$ cat src/rtl/mc_ctrl_pkg.sv
// Shared definitions for the multicycle MIPS control unit: FSM state
// encodings, opcode and funct values, alu_op codes and ALU F encodings.
// No ports; imported by the control unit, the ALU decoder and the ALU bench.
package mc_ctrl_pkg;

  typedef enum logic [3:0] {
    S_FETCH    = 4'd0,
    S_DECODE   = 4'd1,
    S_MEMADR   = 4'd2,
    S_MEMREAD  = 4'd3,
    S_MEMWB    = 4'd4,
    S_MEMWRITE = 4'd5,
    S_EXECUTE  = 4'd6,
    S_ALUWB    = 4'd7,
    S_BRANCH   = 4'd8,
    S_ADDIEXEC = 4'd9,
    S_ADDIWB   = 4'd10,
    S_JUMP     = 4'd11
  } state_t;

  localparam logic [5:0] OP_LW    = 6'b100011;
  localparam logic [5:0] OP_SW    = 6'b101011;
  localparam logic [5:0] OP_RTYPE = 6'b000000;
  localparam logic [5:0] OP_BEQ   = 6'b000100;
  localparam logic [5:0] OP_ADDI  = 6'b001000;
  localparam logic [5:0] OP_J     = 6'b000010;

  localparam logic [5:0] FN_ADD = 6'b100000;
  localparam logic [5:0] FN_SUB = 6'b100010;
  localparam logic [5:0] FN_AND = 6'b100100;
  localparam logic [5:0] FN_OR  = 6'b100101;
  localparam logic [5:0] FN_SLT = 6'b101010;

  localparam logic [1:0] ALUOP_ADD   = 2'b00;
  localparam logic [1:0] ALUOP_SUB   = 2'b01;
  localparam logic [1:0] ALUOP_FUNCT = 2'b10;
  localparam logic [1:0] ALUOP_DFLT  = 2'b11;

  localparam logic [2:0] ALU_AND = 3'b000;
  localparam logic [2:0] ALU_OR  = 3'b001;
  localparam logic [2:0] ALU_ADD = 3'b010;
  localparam logic [2:0] ALU_SUB = 3'b110;
  localparam logic [2:0] ALU_SLT = 3'b111;

endpackage

$ cat src/rtl/mc_alu_decoder.sv
// Combinational ALU decoder: maps the main FSM's alu_op and the
// instruction funct field to the ALU function select F.
// Ports:
//   alu_op      in  2  00 add, 01 sub, 10 decode funct, 11 default
//   funct       in  6  instr[5:0]
//   alu_control out 3  ALU F
module mc_alu_decoder
  import mc_ctrl_pkg::*;
#(
  parameter logic [2:0] DEFAULT_ALU_CTRL = 3'b010
) (
  input  logic [1:0] alu_op,
  input  logic [5:0] funct,
  output logic [2:0] alu_control
);

  always_comb begin
    alu_control = DEFAULT_ALU_CTRL;
    case (alu_op)
      ALUOP_ADD: alu_control = ALU_ADD;
      ALUOP_SUB: alu_control = ALU_SUB;
      ALUOP_FUNCT: begin
        case (funct)
          FN_ADD:  alu_control = ALU_ADD;
          FN_SUB:  alu_control = ALU_SUB;
          FN_AND:  alu_control = ALU_AND;
          FN_OR:   alu_control = ALU_OR;
          FN_SLT:  alu_control = ALU_SLT;
          default: alu_control = DEFAULT_ALU_CTRL;
        endcase
      end
      default: alu_control = DEFAULT_ALU_CTRL;
    endcase
  end

endmodule

$ cat src/rtl/mc_control_unit.sv
// Multicycle MIPS control unit: Moore main FSM plus ALU decoder.
// Drives all datapath mux selects and write enables.
// Ports:
//   clk, rst_n          clock (rising edge), async active-low reset
//   opcode, funct       instruction fields from the IR
//   zero                ALU zero flag, resolves beq
//   alu_control         ALU F select
//   alu_src_a/b, pc_src, iord, reg_dst, mem_to_reg   datapath selects
//   pc_en, mem_write, ir_write, reg_write            strobes (0 in reset)
//   state               current FSM state
//
// state      | meaning
// FETCH    0 | read instr at PC into IR, PC <= PC+4
// DECODE   1 | read regs, precompute branch target
// MEMADR   2 | lw/sw address = regA + signimm
// MEMREAD  3 | read data memory at ALUOut
// MEMWB    4 | write memory data to rt
// MEMWRITE 5 | write regB to memory at ALUOut
// EXECUTE  6 | R-type ALU operation
// ALUWB    7 | write ALUOut to rd
// BRANCH   8 | beq compare, PC <= target if zero
// ADDIEXEC 9 | regA + signimm
// ADDIWB  10 | write ALUOut to rt
// JUMP    11 | PC <= jump target
// 12-15      | illegal, back to FETCH with strobes off
module mc_control_unit
  import mc_ctrl_pkg::*;
#(
  parameter logic [2:0] DEFAULT_ALU_CTRL = 3'b010
) (
  input  logic       clk,
  input  logic       rst_n,
  input  logic [5:0] opcode,
  input  logic [5:0] funct,
  input  logic       zero,
  output logic [2:0] alu_control,
  output logic       alu_src_a,
  output logic [1:0] alu_src_b,
  output logic [1:0] pc_src,
  output logic       pc_en,
  output logic       iord,
  output logic       mem_write,
  output logic       ir_write,
  output logic       reg_dst,
  output logic       mem_to_reg,
  output logic       reg_write,
  output logic [3:0] state
);

  state_t     state_q, state_d;
  logic [1:0] alu_op;
  logic       pc_write, branch;
  logic       mem_write_ungated, ir_write_ungated, reg_write_ungated;

  always_ff @(posedge clk or negedge rst_n) begin
    if (!rst_n) state_q <= S_FETCH;
    else        state_q <= state_d;
  end

  always_comb begin
    state_d           = S_FETCH;
    alu_op            = ALUOP_ADD;
    alu_src_a         = 1'b0;
    alu_src_b         = 2'b00;
    pc_src            = 2'b00;
    iord              = 1'b0;
    reg_dst           = 1'b0;
    mem_to_reg        = 1'b0;
    pc_write          = 1'b0;
    branch            = 1'b0;
    mem_write_ungated = 1'b0;
    ir_write_ungated  = 1'b0;
    reg_write_ungated = 1'b0;
    case (state_q)
      S_FETCH: begin
        state_d          = S_DECODE;
        alu_src_b        = 2'b01;
        ir_write_ungated = 1'b1;
        pc_write         = 1'b1;
      end
      S_DECODE: begin
        alu_src_b = 2'b11;
        case (opcode)
          OP_LW, OP_SW: state_d = S_MEMADR;
          OP_RTYPE:     state_d = S_EXECUTE;
          OP_BEQ:       state_d = S_BRANCH;
          OP_ADDI:      state_d = S_ADDIEXEC;
          OP_J:         state_d = S_JUMP;
          default:      state_d = S_FETCH;
        endcase
      end
      S_MEMADR: begin
        // IR is only loaded in FETCH, so opcode is still the lw/sw seen in DECODE
        state_d   = (opcode == OP_LW) ? S_MEMREAD : S_MEMWRITE;
        alu_src_a = 1'b1;
        alu_src_b = 2'b10;
      end
      S_MEMREAD: begin
        state_d = S_MEMWB;
        iord    = 1'b1;
      end
      S_MEMWB: begin
        mem_to_reg        = 1'b1;
        reg_write_ungated = 1'b1;
      end
      S_MEMWRITE: begin
        iord              = 1'b1;
        mem_write_ungated = 1'b1;
      end
      S_EXECUTE: begin
        state_d   = S_ALUWB;
        alu_src_a = 1'b1;
        alu_op    = ALUOP_FUNCT;
      end
      S_ALUWB: begin
        reg_dst           = 1'b1;
        reg_write_ungated = 1'b1;
      end
      S_BRANCH: begin
        alu_src_a = 1'b1;
        alu_op    = ALUOP_SUB;
        pc_src    = 2'b01;
        branch    = 1'b1;
      end
      S_ADDIEXEC: begin
        state_d   = S_ADDIWB;
        alu_src_a = 1'b1;
        alu_src_b = 2'b10;
      end
      S_ADDIWB: begin
        reg_write_ungated = 1'b1;
      end
      S_JUMP: begin
        pc_src   = 2'b10;
        pc_write = 1'b1;
      end
      default: state_d = S_FETCH;
    endcase
  end

  // Strobes are masked by rst_n so nothing writes while reset is held,
  // even though the FETCH decode would otherwise raise ir_write/pc_write.
  assign pc_en     = rst_n & (pc_write | (branch & zero));
  assign mem_write = rst_n & mem_write_ungated;
  assign ir_write  = rst_n & ir_write_ungated;
  assign reg_write = rst_n & reg_write_ungated;
  assign state     = state_q;

  mc_alu_decoder #(
    .DEFAULT_ALU_CTRL(DEFAULT_ALU_CTRL)
  ) u_alu_decoder (
    .alu_op     (alu_op),
    .funct      (funct),
    .alu_control(alu_control)
  );

endmodule
$ cat config.mk
export PLATFORM = sky130hd
export DESIGN_NAME = mc_control_unit
export DESIGN_NICKNAME = d
export VERILOG_FILES = /design/src/rtl/mc_ctrl_pkg.sv /design/src/rtl/mc_alu_decoder.sv /design/src/rtl/mc_control_unit.sv
export SDC_FILE = /design/constraint.sdc
export NUM_CORES = 1
export LEC_CHECK = 0
export CAP_MARGIN = 15
export CELL_PAD_IN_SITES_DETAIL_PLACEMENT = 0
export CELL_PAD_IN_SITES_GLOBAL_PLACEMENT = 1
export CORE_MARGIN = 2
export CORE_UTILIZATION = 26
export DETAILED_ROUTE_END_ITERATION = 7
export GPL_ROUTABILITY_DRIVEN = 0
export PLACE_DENSITY = 0.88
export SYNTH_ARGS = -nofsm -noshare
export SYNTH_HDL_FRONTEND = slang
export SYNTH_SLANG_ARGS = --single-unit
$ cat constraint.sdc
create_clock -name clk -period 4.9 [get_ports clk]
set_input_delay 0.49 -clock clk [delete_from_list [all_inputs] [get_ports clk]]
set_output_delay 0.49 -clock clk [all_outputs]
set_load 0.01 [all_outputs]
# Word-level counts from Yosys, hierarchy flattened
# Index checks and enable logic that the tools add are counted.
[totals] wordCells=54 output_inout_bits=19 inputBits=15 reg_bits=4
[op_classes] n_reduce_logical=8 bitwise_logic=6 muxes=17 eq_ne=22
[op_table] cell="$eq A6 B6 Y1 const B" n=6
[op_table] cell="$pmux W4 S6" n=1
[op_table] cell="$pmux W4 S5" n=1
[op_table] cell="$eq A4 B3 Y1 const B" n=4
[op_table] cell="$eq A4 B4 Y1 const B" n=4
[op_table] cell="$pmux W3 S4" n=1
[op_table] cell="$mux W1" n=9
[op_table] cell="$eq A4 B2 Y1 const B" n=2
[op_table] cell="$pmux W2 S2" n=2
[op_table] cell="$reduce_or A2 Y1" n=4
[op_table] cell="$eq A6 B2 Y1 const B" n=1
[op_table] cell="$eq A6 B3 Y1 const B" n=1
[op_table] cell="$eq A6 B4 Y1 const B" n=1
[op_table] cell="$logic_not A6 Y1" n=1
[op_table] cell="$pmux W2 S3" n=1
[op_table] cell="$pmux W3 S2" n=1
[op_table] cell="$and A1 B1 Y1" n=5
[op_table] cell="$eq A4 B1 Y1 const B" n=1
[op_table] cell="$logic_not A4 Y1" n=1
[op_table] cell="$reduce_or A4 Y1" n=1
[op_table] cell="$mux W3" n=1
[op_table] cell="$reduce_or A3 Y1" n=1
[op_table] cell="$eq A2 B1 Y1 const B" n=1
[op_table] cell="$eq A2 B2 Y1 const B" n=1
[op_table] cell="$or A1 B1 Y1" n=1

# Logic depth before layout (Yosys ltp)
[logic_depth] depth_word=5 ltp_mapped=8 mapped_depth_nobuf=7

# Hierarchy
# Synthesis repeated with hierarchy kept, for this count alone.
[unflattened] hier_cells=74 hier_area_um2=594.3
[modules_own_cells] mod="mc_control_unit" seq_area_each_um2=100.1 n_inst=1 cells_per_inst=59 area_per_inst_um2=475.5
[modules_own_cells] mod="mc_alu_decoder" seq_area_each_um2=0.0 n_inst=1 cells_per_inst=15 area_per_inst_um2=118.9

# Worst setup path after synthesis
# Ideal clock, no wire load.
[synth_timing] path_type="flip-flop to output port" from="reg state_q[0], in the netlist state[0]" to="out alu_control[2]" required_ns=4.410 arrival_time_ns=1.669 slack_ns=2.741 path_stages_with_launch=8 path_buffers=1 cell_sequence="dfrtp_1 -> buf_2 -> or3_1 -> inv_1 -> ha_1 -> and3b_1 -> a31oi_1 -> nor2b_1"
[synth_via] elab_chain_len=4 word_cells_on_any_way=6 cone_classes="eq/ne (4); mux (2)"
[synth_rtl] element="from (decl)" line="mc_control_unit.sv:50" rtl="state_t state_q, state_d;"
[synth_rtl] element="from (signal assigned)" line="mc_control_unit.sv:57" rtl="else state_q <= state_d;"
[synth_rtl] element="$eq A4 B4 Y1 or $eq A4 B3 Y1 (tied branches)" line="mc_control_unit.sv:74" rtl="case (state_q)"
[synth_rtl] element="$pmux W2 S2 *" line="mc_control_unit.sv:74"
[synth_rtl] element="$eq A2 B2 Y1 or $eq A2 B1 Y1 (tied branches)" line="mc_alu_decoder.sv:19" rtl="case (alu_op)"
[synth_rtl] element="$pmux W3 S2 *" line="mc_alu_decoder.sv:19"
[synth_rtl] element="to (decl)" line="mc_control_unit.sv:36" rtl="output logic [2:0] alu_control,"
# Every way passes the cells marked *; elsewhere a longest branch is shown, timed or not.

# Worst setup path in the final report
[layout_timing] from="reg state_q[1], in the netlist state[1]" to="out alu_control[2]"
# The elaborated chain is that of the path after synthesis.

==> metrics.md <==
| Metric | Value |
|---|---|
| Status | finished clean |
| Slew HR | 0.663 |
| Met3 WL | between 100 and 150 µm |
| Synth Cell Area | 564 µm² |
| Max-slew violation count | 0 |
| Crit Path Class | flip-flop to output pin |
| Clk buf depth | 2 |
| Synth area leaders | dfrtp_1, nor3_1, ha_1, nor2_1, xor2_1 |
| Yosys top cell by area | dfrtp_1 |
| Req. time, crit path | 4410 ps |
| Average wire per standard cell | 11.6 µm |
| I/O pin cnt | 34 |
| Endpoints failing hold | 0 |
| Async S/R FF share, synth | 1.00 |
| Total power | 0.265 mW |
| Clock Pin Slew Worst Setup and Hold Paths | about 40 ps |
| Worst reg2reg path startpoint | state[1] |
| TritonRoute pass-1 iters | 4 |
| Nets | 134 |
| Storage cell area | 100 µm² |
| Crit path launch type | flip-flop |
| Register area share after synthesis | 0.177 |
| Die Span X | 50.6 µm |
| RSZ-0062 raised after global routing | no |
| Number of flops mapped to enable cells by yosys | 0 |
| Initial Util | 0.282 |
| DP HPWL | 1.27 mm |
| TritonCTS sink count | 4 |
| Seq cells post-synth | 4 |
| Worst hold path class | input port to async pin |
| Actual slew at the worst max-slew pin | 505 ps |
| Max-Cap Viols | 0 |
| Minimum clock period | 3060 ps |
| Die area | 0.00256 mm² |
| Synthesis Warnings | 0 |
| Setup Skew | 2.69 ps |
| Initial antenna violation count | 0 |
| Leading cell types by count after synthesis | nor2_1, nor3_1, nand2_1 |
| Largest net degree at the start of global routing | 18 |
| Peak VDD IR | 0.165 mV |
| Total core area | 0.00200 mm² |
| Share of cells above drive strength 1 | 0.0263 |
| Area of the multi-input gates | 425 µm² |
| Crit path max fanout | 17 |
| GRT Overall Usage | 0.125 |
| First-pass GRT wire length | 2.46 mm |
| Crit path from | state[1] |
| CP arrival | ~2600 ps |
| Setup TNS | 0 ps |
| Count leader, synth | nor2_1 |
| # hold bufs at CTS | 0 |
| Die Span Y | 50.6 µm |
| Cell row count | 16 |
| CTS buffer count | 3 |
| Resize count post-CTS | 0 |
| Post-synthesis cell type count | 30 |
| Post-route DRC | 0 |
| Clock Tree Root | clkbuf_4 |
| Grt total ovfl | 0 |
| Crit end category | output pin |
| Cells after Synth | 82 |
| Diodes inserted | 0 |
| Highest Clock Rate | 327 MHz |
| Number of global-route vias before repair | 580 |
| Post-Route WL | approximately 1.6 mm |
| DR vias | 711 |
| Met2 wire length | roughly 760 µm |
| Avg Inst Size Synth | between 6 and 7 µm² |
| Clk_lat worst skew | roughly 240 ps |
| DR vias/cell | 5.04 |
| Initial DRC Count | 12 |
| P&R area growth vs syn | 65.0% |
| FILL cells | between 200 and 250 |
| ANT nets after route | 0 |
| Top_reg_cell synth | dfrtp_1 |
| Final period utilization | 0.624 |
| H-tree Lvls | 1 |
| IO Port Bufs | 33 |
| Postcts setup bufs | 0 |
| CTS tree | yes |
| Max reg flops | 4 |
| Met1 wire length | 719 µm |
| Syn nets | 100 |
| Leakage power of the design | 0.355 nW |
| DR top layer | met4 |
| Yosys top cell area share | 0.177 |
| Pwr Density | 285 mW/mm² |
| Final setup viols | 0 |
area by class of cell:
cell class | count | share of cell area
Tap cell | 27 | 0.0363
Inverter | 5 | 0.0202
Multi-Input combinational cell | 69 | 0.457
Clock buffer | 3 | 0.0242
Sequential cell | 4 | 0.108
Timing Repair Buffer | 33 | 0.355
worst paths after layout:
check	endpoint	slack (ps)	depth (start not counted)
max	alu_control[2]	1840	8
min	state[1]	510	1
max reg2reg	state[1]	3540	2
min reg2reg	state[0]	720	1
max in group asynchronous	state[3]	4160	1
min in group clk	state[0]	720	1
cells in the final DEF (no fill, tap or decap), drive strengths merged, types with 2 or more instances in the layout:
cell and n:
clkdlybuf4s50 33, nor2 10, nor3 9, nand2 6, inv 5, a21oi 5, nand2b 4, dfrtp 4
xor2 3, and3 3, ha 3, clkbuf 3, o21ai 3, nand3b 2, a31oi 2, nor2b 2
nand3 2, or3b 2, o211ai 2
per-layer routing:
metal | global-route usage | vias to the layer above
met5 | 0 | -
met4 | 0.0270 | 0
met3 | 0.0446 | 3
met2 | 0.217 | 26
met1 | 0.146 | 317
li1 | - | 365
report_power, final:
part	switching, mW	leakage [nW]	internal [mW]	total, mW
registers	0.0301	0.0531	0.0402	0.0703
clock network	0.0157	0.0138	0.0275	0.0433
logic	0.0632	0.289	0.0882	0.151
total	0.109	0.355	0.156	0.265
stage by stage:
| stage | hold WS, ps | std cells | setup WS, ps | instance area [µm²] | utilization |
|---|---|---|---|---|---|
| 2_1_floorplan | 194 | 82 | 2740 | 564 | - |
| 3_3_place_gp | 681 | 138 | 2160 | 908 | 0.454 |
| 3_5_place_dp | 698 | 138 | 2100 | 908 | 0.454 |
| 4_1_cts | 509 | 141 | 1840 | 931 | 0.465 |
| 5_1_grt | 519 | 141 | 1670 | 931 | 0.465 |
| 6_report | 506 | 141 | 1840 | 931 | 0.465 |
cell families (layout without fill, tap and decap cells):
group,after synthesis,in the layout,share of synthesized area
and+or+nand+nor,45,45,0.430
AOI/OAI and AO/OA,18,18,0.211
buffers and inverters,9,41,0.0687
DFF,4,4,0.177
adders and majority gates,3,3,0.0665
xor gates and xnor gates,3,3,0.0466
worst max-delay path: stages (launching register included):
cell and delay, ps:
dfrtp_1 650, inv_1 140, or3_1 420, inv_1 70, ha_1 150, and3b_1 170, a31oi_1 80, nor2b_1 110
clkdlybuf4s50_1 530
No activity file was read; power rests on OpenSTA's default activity.
